$ cat config.mk
export PLATFORM = sky130hd
export DESIGN_NAME = systolic_chain_flat
export DESIGN_NICKNAME = d
export VERILOG_FILES = /design/src/rtl/systolic_chain_if.sv /design/src/rtl/systolic_chain.sv /design/src/flat_wrapper.sv
export SDC_FILE = /design/constraint.sdc
export NUM_CORES = 1
export LEC_CHECK = 0
export CORE_MARGIN = 5
export CORE_UTILIZATION = 65
export CTS_BUF_LIST = sky130_fd_sc_hd__clkbuf_16
export CTS_CLUSTER_SIZE = 16
export DETAILED_ROUTE_END_ITERATION = 10
export PLACE_DENSITY = 0.83
export RECOVER_POWER = 50
export SETUP_SLACK_MARGIN = 0.3
export SLEW_MARGIN = 20
export SYNTH_ARGS = -nofsm -noshare
export SYNTH_HDL_FRONTEND = slang
export SYNTH_SLANG_ARGS = --single-unit
$ cat constraint.sdc
create_clock -name clk -period 8.78 [get_ports clk]
set_input_delay 1.756 -clock clk [delete_from_list [all_inputs] [get_ports clk]]
set_output_delay 1.756 -clock clk [all_outputs]
set_load 0.01 [all_outputs]
$ cat src/rtl/systolic_chain_if.sv
// ============================================================================
// Module      : systolic_chain_if
// Description : TinyTapeout-style tile pins (enable, data, control, readout)
//               bundled for the systolic MAC chain.
// Revision    : 1.0 - initial release
// ============================================================================
`default_nettype none

interface systolic_chain_if;
    logic       ena;
    logic [7:0] ui_in;
    logic [7:0] uio_in;
    logic [7:0] uo_out;
    logic [7:0] uio_out;
    logic [7:0] uio_oe;

    modport master (
        output ena,
        output ui_in,
        output uio_in,
        input  uo_out,
        input  uio_out,
        input  uio_oe
    );

    modport slave (
        input  ena,
        input  ui_in,
        input  uio_in,
        output uo_out,
        output uio_out,
        output uio_oe
    );
endinterface

`default_nettype wire

$ cat src/rtl/systolic_chain.sv
// ============================================================================
// Module      : systolic_chain
// Description : Weight-stationary 1-D chain of signed 8x8 MAC PEs with a
//               byte-muxed accumulator readout. Optional macro
//               SYSTOLIC_SATURATE_EN selects saturating accumulation with a
//               sticky overflow flag; otherwise accumulators wrap.
// Revision    : 1.0 - initial release
// ============================================================================
`default_nettype none

module systolic_chain #(
    parameter int NUM_PE = 4,
    parameter int ACC_W  = 24
) (
    input  wire logic         clk,
    input  wire logic         rst,
    systolic_chain_if.slave   io_tile
);

    localparam logic [1:0] c_OP_NOP    = 2'b00;
    localparam logic [1:0] c_OP_LOAD_W = 2'b01;
    localparam logic [1:0] c_OP_STREAM = 2'b10;
    localparam logic [1:0] c_OP_CLEAR  = 2'b11;

    logic signed [7:0]       r_w   [NUM_PE];
    logic signed [7:0]       r_a   [NUM_PE];
    logic signed [ACC_W-1:0] r_acc [NUM_PE];
    logic [NUM_PE-1:0]       r_v;
    logic                    r_ovf;

    logic [1:0] w_op;
    logic [1:0] w_sel_pe;
    logic [1:0] w_sel_byte;
    logic       w_unused;

    assign w_op       = io_tile.uio_in[1:0];
    assign w_sel_pe   = io_tile.uio_in[3:2];
    assign w_sel_byte = io_tile.uio_in[5:4];
    assign w_unused   = &{1'b0, io_tile.uio_in[7:6], c_OP_NOP};

    logic signed [15:0]      w_prod    [NUM_PE];
    logic signed [ACC_W-1:0] w_acc_nxt [NUM_PE];
    logic                    w_set_ovf;

`ifdef SYSTOLIC_SATURATE_EN
    localparam logic signed [ACC_W-1:0] c_ACC_MAX = {1'b0, {(ACC_W-1){1'b1}}};
    localparam logic signed [ACC_W-1:0] c_ACC_MIN = {1'b1, {(ACC_W-1){1'b0}}};
    logic signed [ACC_W:0] w_wide [NUM_PE];
`endif

    always_comb begin
        w_set_ovf = 1'b0;
        for (int i = 0; i < NUM_PE; i++) begin
            w_prod[i] = r_a[i] * r_w[i];
`ifdef SYSTOLIC_SATURATE_EN
            // One guard bit exposes overflow as a mismatch of the top two bits.
            w_wide[i] = (ACC_W+1)'(r_acc[i]) + (ACC_W+1)'(w_prod[i]);
            if (w_wide[i][ACC_W] != w_wide[i][ACC_W-1]) begin
                w_acc_nxt[i] = w_wide[i][ACC_W] ? c_ACC_MIN : c_ACC_MAX;
                if (r_v[i]) begin
                    w_set_ovf = 1'b1;
                end
            end else begin
                w_acc_nxt[i] = w_wide[i][ACC_W-1:0];
            end
`else
            w_acc_nxt[i] = r_acc[i] + ACC_W'(w_prod[i]);
`endif
        end
    end

    always_ff @(posedge clk) begin
        if (rst) begin
            for (int i = 0; i < NUM_PE; i++) begin
                r_w[i]   <= '0;
                r_a[i]   <= '0;
                r_acc[i] <= '0;
            end
            r_v   <= '0;
            r_ovf <= 1'b0;
        end else if (io_tile.ena) begin
            if (w_op == c_OP_STREAM) begin
                r_a[0] <= io_tile.ui_in;
            end
            for (int i = 1; i < NUM_PE; i++) begin
                r_a[i] <= r_a[i-1];
            end

            if (w_op == c_OP_LOAD_W) begin
                r_w[0] <= io_tile.ui_in;
                for (int i = 1; i < NUM_PE; i++) begin
                    r_w[i] <= r_w[i-1];
                end
            end

            // CLEAR wins over MAC and drops every in-flight activation.
            if (w_op == c_OP_CLEAR) begin
                r_v   <= '0;
                r_ovf <= 1'b0;
                for (int i = 0; i < NUM_PE; i++) begin
                    r_acc[i] <= '0;
                end
            end else begin
                r_v[0] <= (w_op == c_OP_STREAM);
                for (int i = 1; i < NUM_PE; i++) begin
                    r_v[i] <= r_v[i-1];
                end
                for (int i = 0; i < NUM_PE; i++) begin
                    if (r_v[i]) begin
                        r_acc[i] <= w_acc_nxt[i];
                    end
                end
                if (w_set_ovf) begin
                    r_ovf <= 1'b1;
                end
            end
        end
    end

    // Readout view: four slots, absent PEs read as zero.
    logic [23:0] w_rd_acc [4];

    for (genvar gi = 0; gi < 4; gi++) begin : g_rd
        if (gi < NUM_PE) begin : g_live
            assign w_rd_acc[gi] = 24'(r_acc[gi]);
        end else begin : g_absent
            assign w_rd_acc[gi] = '0;
        end
    end

    logic       w_busy;
    logic [7:0] w_status;
    logic [7:0] w_rd_byte;

    assign w_busy   = |r_v;
    assign w_status = {r_ovf, w_busy, 6'b0};

    always_comb begin
        w_rd_byte = 8'h00;
        if (int'(w_sel_pe) < NUM_PE) begin
            case (w_sel_byte)
                2'd0:    w_rd_byte = w_rd_acc[w_sel_pe][7:0];
                2'd1:    w_rd_byte = w_rd_acc[w_sel_pe][15:8];
                2'd2:    w_rd_byte = w_rd_acc[w_sel_pe][23:16];
                default: w_rd_byte = w_status;
            endcase
        end
    end

    assign io_tile.uo_out  = w_rd_byte;
    assign io_tile.uio_out = w_status;
    assign io_tile.uio_oe  = 8'hC0;

endmodule

`default_nettype wire

$ cat src/flat_wrapper.sv
// flat-port wrapper written by rule: the top's interface ports become plain ports
module systolic_chain_flat 
#(
    parameter int NUM_PE = 4,
    parameter int ACC_W  = 24
)
  (clk, rst, io_tile_ena, io_tile_ui_in, io_tile_uio_in, io_tile_uo_out, io_tile_uio_out, io_tile_uio_oe);
  systolic_chain_if io_tile_i ();
  input  wire logic clk;
  input  wire logic rst;
  input wire logic [$bits(io_tile_i.ena)-1:0] io_tile_ena;
  input wire logic [$bits(io_tile_i.ui_in)-1:0] io_tile_ui_in;
  input wire logic [$bits(io_tile_i.uio_in)-1:0] io_tile_uio_in;
  output wire logic [$bits(io_tile_i.uo_out)-1:0] io_tile_uo_out;
  output wire logic [$bits(io_tile_i.uio_out)-1:0] io_tile_uio_out;
  output wire logic [$bits(io_tile_i.uio_oe)-1:0] io_tile_uio_oe;
  assign io_tile_i.ena = io_tile_ena;
  assign io_tile_i.ui_in = io_tile_ui_in;
  assign io_tile_i.uio_in = io_tile_uio_in;
  assign io_tile_uo_out = io_tile_i.uo_out;
  assign io_tile_uio_out = io_tile_i.uio_out;
  assign io_tile_uio_oe = io_tile_i.uio_oe;
  systolic_chain #(.NUM_PE(NUM_PE), .ACC_W(ACC_W)) u_core (.clk(clk), .rst(rst), .io_tile(io_tile_i));
endmodule
After elaboration in Yosys (flattened, before gate mapping)
Memories as Yosys holds them, arrays and structs flattened.
Cells that the tools add are included.
{"block": "classes", "mux": 58, "order_cmp": 1, "n_reduce_logical": 2, "multipliers": 4, "addsub": 4, "n_eq_ne": 5, "bitwise_logic": 17}
{"operator": "two-way mux 24 bit", "n": 10}
{"operator": "adder 24 x 16 -> 24 bit", "n": 4}
{"operator": "multiplier 8 x 8 -> 16 bit", "n": 4}
{"operator": "two-way mux 8 bit", "n": 8}
{"operator": "binary-select mux 24 bit (select 2 bit)", "n": 1}
{"operator": "two-way mux 1 bit", "n": 37}
{"operator": "case mux 8 bit (3 select lines)", "n": 1}
{"operator": "bitwise OR 1 bit", "n": 16}
{"operator": "equality test 2 bit (second input constant)", "n": 3}
{"operator": "equality test 2 x 1 -> 1 bit (second input constant)", "n": 2}
{"operator": "two-way mux 4 bit", "n": 1}
{"operator": "OR reduction 4 bit", "n": 1}
{"operator": "greater-or-equal comparator 3 bit (second input constant)", "n": 1}
{"operator": "NOT 2 -> 3 bit", "n": 1}
{"operator": "zero test 2 bit", "n": 1}
{"block": "word_totals", "wordCells": 95, "ram_bits": 160, "register_bits": 4, "memories": 3, "input_bits": 19}
{"name": "u_core.r_acc", "words": 4, "word_bits": 24, "read_ports": 4, "rd_clocked_by_memory_dff": 0, "write_ports": 4, "line_no": "systolic_chain.sv:27", "text": "logic signed [ACC_W-1:0] r_acc [NUM_PE];"}
{"name": "u_core.r_a", "words": 4, "word_bits": 8, "read_ports": 4, "rd_clocked_by_memory_dff": 0, "write_ports": 4, "line_no": "systolic_chain.sv:26", "text": "logic signed [7:0] r_a [NUM_PE];"}
{"name": "u_core.r_w", "words": 4, "word_bits": 8, "read_ports": 4, "rd_clocked_by_memory_dff": 0, "write_ports": 4, "line_no": "systolic_chain.sv:25", "text": "logic signed [7:0] r_w [NUM_PE];"}

Longest topological paths before layout
{"block": "logic_depth", "ltp_word": 7, "mapped_depth": 21, "ltp_nobuf": 20}

Worst setup path after synthesis
Ideal clock, no wire load.
{"block": "synth_path", "path_type": "reg2reg", "start": "mem u_core.r_w[1][0], in the netlist u_core.r_w[0][8]", "end": "mem u_core.r_acc[1][23] (data pin)", "stages_incl_launch_ff": 18, "path_slack_ps": 3094, "path_buffers": 1, "t_arrival_ps": 5420, "period_less_slack_ps": 5686, "cell_sequence": "edfxtp_1 clkbuf_1 and2_1 inv_1 fa_1 inv_1 fa_1 fa_1 fa_1 fa_1 ha_1 nand2_1 o21ai_0 o22ai_1 o31ai_1 o21ai_0 xnor2_1 nor2_1"}
{"element": "from (decl)", "line_no": "systolic_chain.sv:25"}
{"element": "to (decl)", "line_no": "systolic_chain.sv:27"}

==> flow_summary.toml <==
[floorplan]
die_width_um = 200
core_area_um2 = 35700
start_util_pct = 66.1
fp.dieH_um = 200
ios = 43
rows = 69
dieArea_um2 = 40200

[timing]
period_share_pct = 70.9
maxSlewViolCount = 33
fin_tns_setup_ns = 0
hold_slack_ns = 0.488
period_minus_slack_ns = 6.22
hold_viol_final = 0
setup_viol = 0
worst_pin_slew_ns = 1.83
relSlewSlack_pct = -21.9
clock_skew_ns = 0.0157
fmaxAchievable_mhz = 161
rsz0062_at_grt = "false"

[power]
switching_share_pct = 46.7
irDropWorstVdd_mv = 0.203
p_seq_share_pct = 18.9
power_frac_clock_pct = 14.8
p_switching_w = 0.00241
intPower_w = 0.00276
p_per_area_nw_per_um2 = 209
pwr-share-comb_pct = 66.3
leakage_nw = 12.1

[setup_path]
regToRegSetupSlack_ns = 2.56
arrival_ns = 6.39
crit_fanout = 16
critical_path_required_ns = 8.95
cp-start-kind = "flop"
crit_type = "reg -> reg"
timing.rr.start = "u_core.r_w[0][9]"
reg2reg_depth = 14
end_kind = "flop"
r2r_end = "u_core.r_acc[1][22]"

[clock_tree]
post_cts_buffers = 0
cts_sinks = 164
clk_latency_ns = 0.45
cts_root_buf = "clkbuf_16"
path_clk_slew_ns = 0.07
cts_tree = "yes"
cts_buffers = 17
clockBufferDepth = 2
htree_levels = 4
cts_hold_buf = 0
cts_resized = 0

[layout]
fin_util_pct = 69.5
nNetsFinal = 2881
areaGrowthSynthToFinish_pct = 5.14
drive_gt1_share_pct = 3.61

[detailed_routing]
vias = 16300
avgRoutedWirePerCell_um = 20.6
route.detailed.drc = 0
ant_nets = 0
drtIter0Drc = 1386
wl_um = 55900
routed_via_density = 6.02
first_pass_iters = 5

[synthesis]
yosysWarnings = 0
syn-cell-area_um2 = 23600
synth_cell_types = 71
synth_enable_flop_cells = 136
synthCells = 2223
syn_area_per_cell_um2 = 10.6
synth_ff_type = "edfxtp_1"
synthArstFlopShare_pct = 0
yosysSeqAreaShare_pct = 19.7
ys_ff_latch = 164

[placed_design]
hpwl_um = 45000
port-buffer-count = 25
place_congestion = 0.974

[grt]
grt_pass1_vias = 17500
grt_max_degree = 33
grt_first_pass_wirelength_um = 91700
antenna_found_initial = 5
grt_usage_pct = 28.6
grt.overflow.total = 0

[flow_run]
cap_violations = 1

[min_path]
min_path_cells = 2
hold_start = "u_core.r_v[3]"
hold_path.class = "reg -> reg"
holdPathEnd = "u_core.r_v[3]"

[run_status]
outcome = "complete, but fails checks"
violations = "max-capacitance violations, max-slew violations"
state kept, by name (all words and copies together) (netlist names):
signal	count
u_core.r_a	32
u_core.r_acc	96
u_core.r_v	4
u_core.r_w	32
critical path: stages (launching register included):
cell and delay (ns):
edfxtp_1 0.57, and2_1 0.91, fa_1 0.58, fa_1 0.50, fa_1 0.57, fa_1 0.42, ha_1 0.30, ha_1 0.34
o21ai_0 0.12, a211oi_1 0.42, o21ai_0 0.27, a31oi_1 0.34, a31oi_1 0.20, a21boi_0 0.26, o41ai_1 0.14
power groups by stage:
| stage | sequential (W) | combinational (W) | clock (W) |
|---|---|---|---|
| 4_1_cts | 0.000972 | 0.00341 | 0.000767 |
| 3_3_place_gp | 0.000986 | 0.00320 | 0 |
| 6_report | 0.000977 | 0.00343 | 0.000766 |
| 3_5_place_dp | 0.000989 | 0.00337 | 0 |
| 5_1_grt | 0.000979 | 0.00385 | 0.000798 |
| 2_1_floorplan | 0.000931 | 0.00266 | 0 |
kinds of logic (layout without fill, tap and decap cells):
logic type | count (synthesis) | after routing | share of synthesized area (%)
flops | 164 | 164 | 19.7
other cells | 2 | 18 | 0.0319
fa+ha+maj | 632 | 632 | 46.8
buf+inv | 501 | 508 | 8.25
xor+xnor | 82 | 82 | 3.14
simple gates | 572 | 572 | 12.6
mux | 36 | 36 | 2.87
compound gates | 234 | 234 | 6.60
cell usage after synthesis (all sizes together) (5+ instances only):
cell | count | share of area [%]
inv | 443 | 7.1
a21o | 18 | 0.57
a31oi | 12 | 0.32
o21ai | 51 | 1.1
a211o | 5 | 0.19
buf | 24 | 0.65
fa | 416 | 35
xnor2 | 50 | 1.9
xor2 | 31 | 1.2
edfxtp | 136 | 17
and2 | 209 | 5.5
nand2b | 18 | 0.48
clkbuf | 32 | 0.51
mux2i | 8 | 0.34
nand3 | 26 | 0.55
dfxtp | 28 | 2.4
nor3 | 17 | 0.36
o2111ai | 7 | 0.26
o21bai | 7 | 0.24
nor2 | 77 | 1.2
mux4 | 25 | 2.4
and3 | 16 | 0.42
o22ai | 11 | 0.32
nor2b | 31 | 0.82
a211oi | 11 | 0.35
ha | 216 | 11
o21a | 16 | 0.51
a21oi | 61 | 1.3
nand2 | 154 | 2.5
stage by stage:
step	instance area, um^2	setup WS [ns]	total power (W)	std cells
6_report	24800	2.56	0.00517	2707
5_1_grt	24800	2.28	0.00562	2706
4_1_cts	24800	2.51	0.00515	2704
3_5_place_dp	24200	2.54	0.00436	2672
3_3_place_gp	24200	2.60	0.00419	2672
2_1_floorplan	23600	3.09	0.00360	2236
layer usage:
metal | GRT usage [%] | vias up | share of wire [%]
li1 | - | 7087 | -
met1 | 38.3 | 8200 | 38
met2 | 46.0 | 831 | 48
met3 | 6.91 | 159 | 9.9
met4 | 10.4 | 6 | 4.1
met5 | 0 | - | 0.059
final cells by class:
cell class	instances	area, um^2
Multi-Input combinational cell	1571	17000
Fill cell	2511	10900
Sequential cell	164	4640
Inverter	445	1670
Tap cell	461	577
Clock buffer	17	425
Timing Repair Buffer	31	270
Clock inverter	15	158
Antenna cell	3	7.51
worst max-delay path by stage:
stage / startpoint / end / slack (ns) / cells after the start
after floorplan: u_core.r_w[0][8] / u_core.r_acc[1][23] / 3.09 / 17
after global placement: io_tile_uio_in[3] / io_tile_uo_out[6] / 2.60 / 4
after detailed placement: u_core.r_a[2][7] / u_core.r_acc[2][18] / 2.54 / 16
after CTS: io_tile_uio_in[3] / io_tile_uo_out[6] / 2.51 / 4
after global routing: u_core.r_w[0][9] / u_core.r_acc[1][22] / 2.28 / 14
final: u_core.r_w[0][9] / u_core.r_acc[1][22] / 2.56 / 14
cells in the final DEF (no fill, tap or decap), drive strengths merged, types with 8 or more instances in the layout:
cell	Yosys	final
nand2b	18	18
and3	16	16
xor2	31	31
clkdlybuf4s50	0	21
a21oi	61	61
fa	416	416
nand3	26	26
mux2i	8	8
o21a	16	16
a21o	18	18
mux4	25	25
a31oi	12	12
conb	2	15
nor2b	31	31
clkbuf	32	21
a211oi	11	11
inv	443	451
nor3	17	17
and2	209	209
dfxtp	28	28
o21ai	51	51
xnor2	50	50
nor2	77	77
edfxtp	136	136
o22ai	11	11
clkinv	2	9
nand2	154	154
ha	216	216
(Power assumes the default switching activity.)
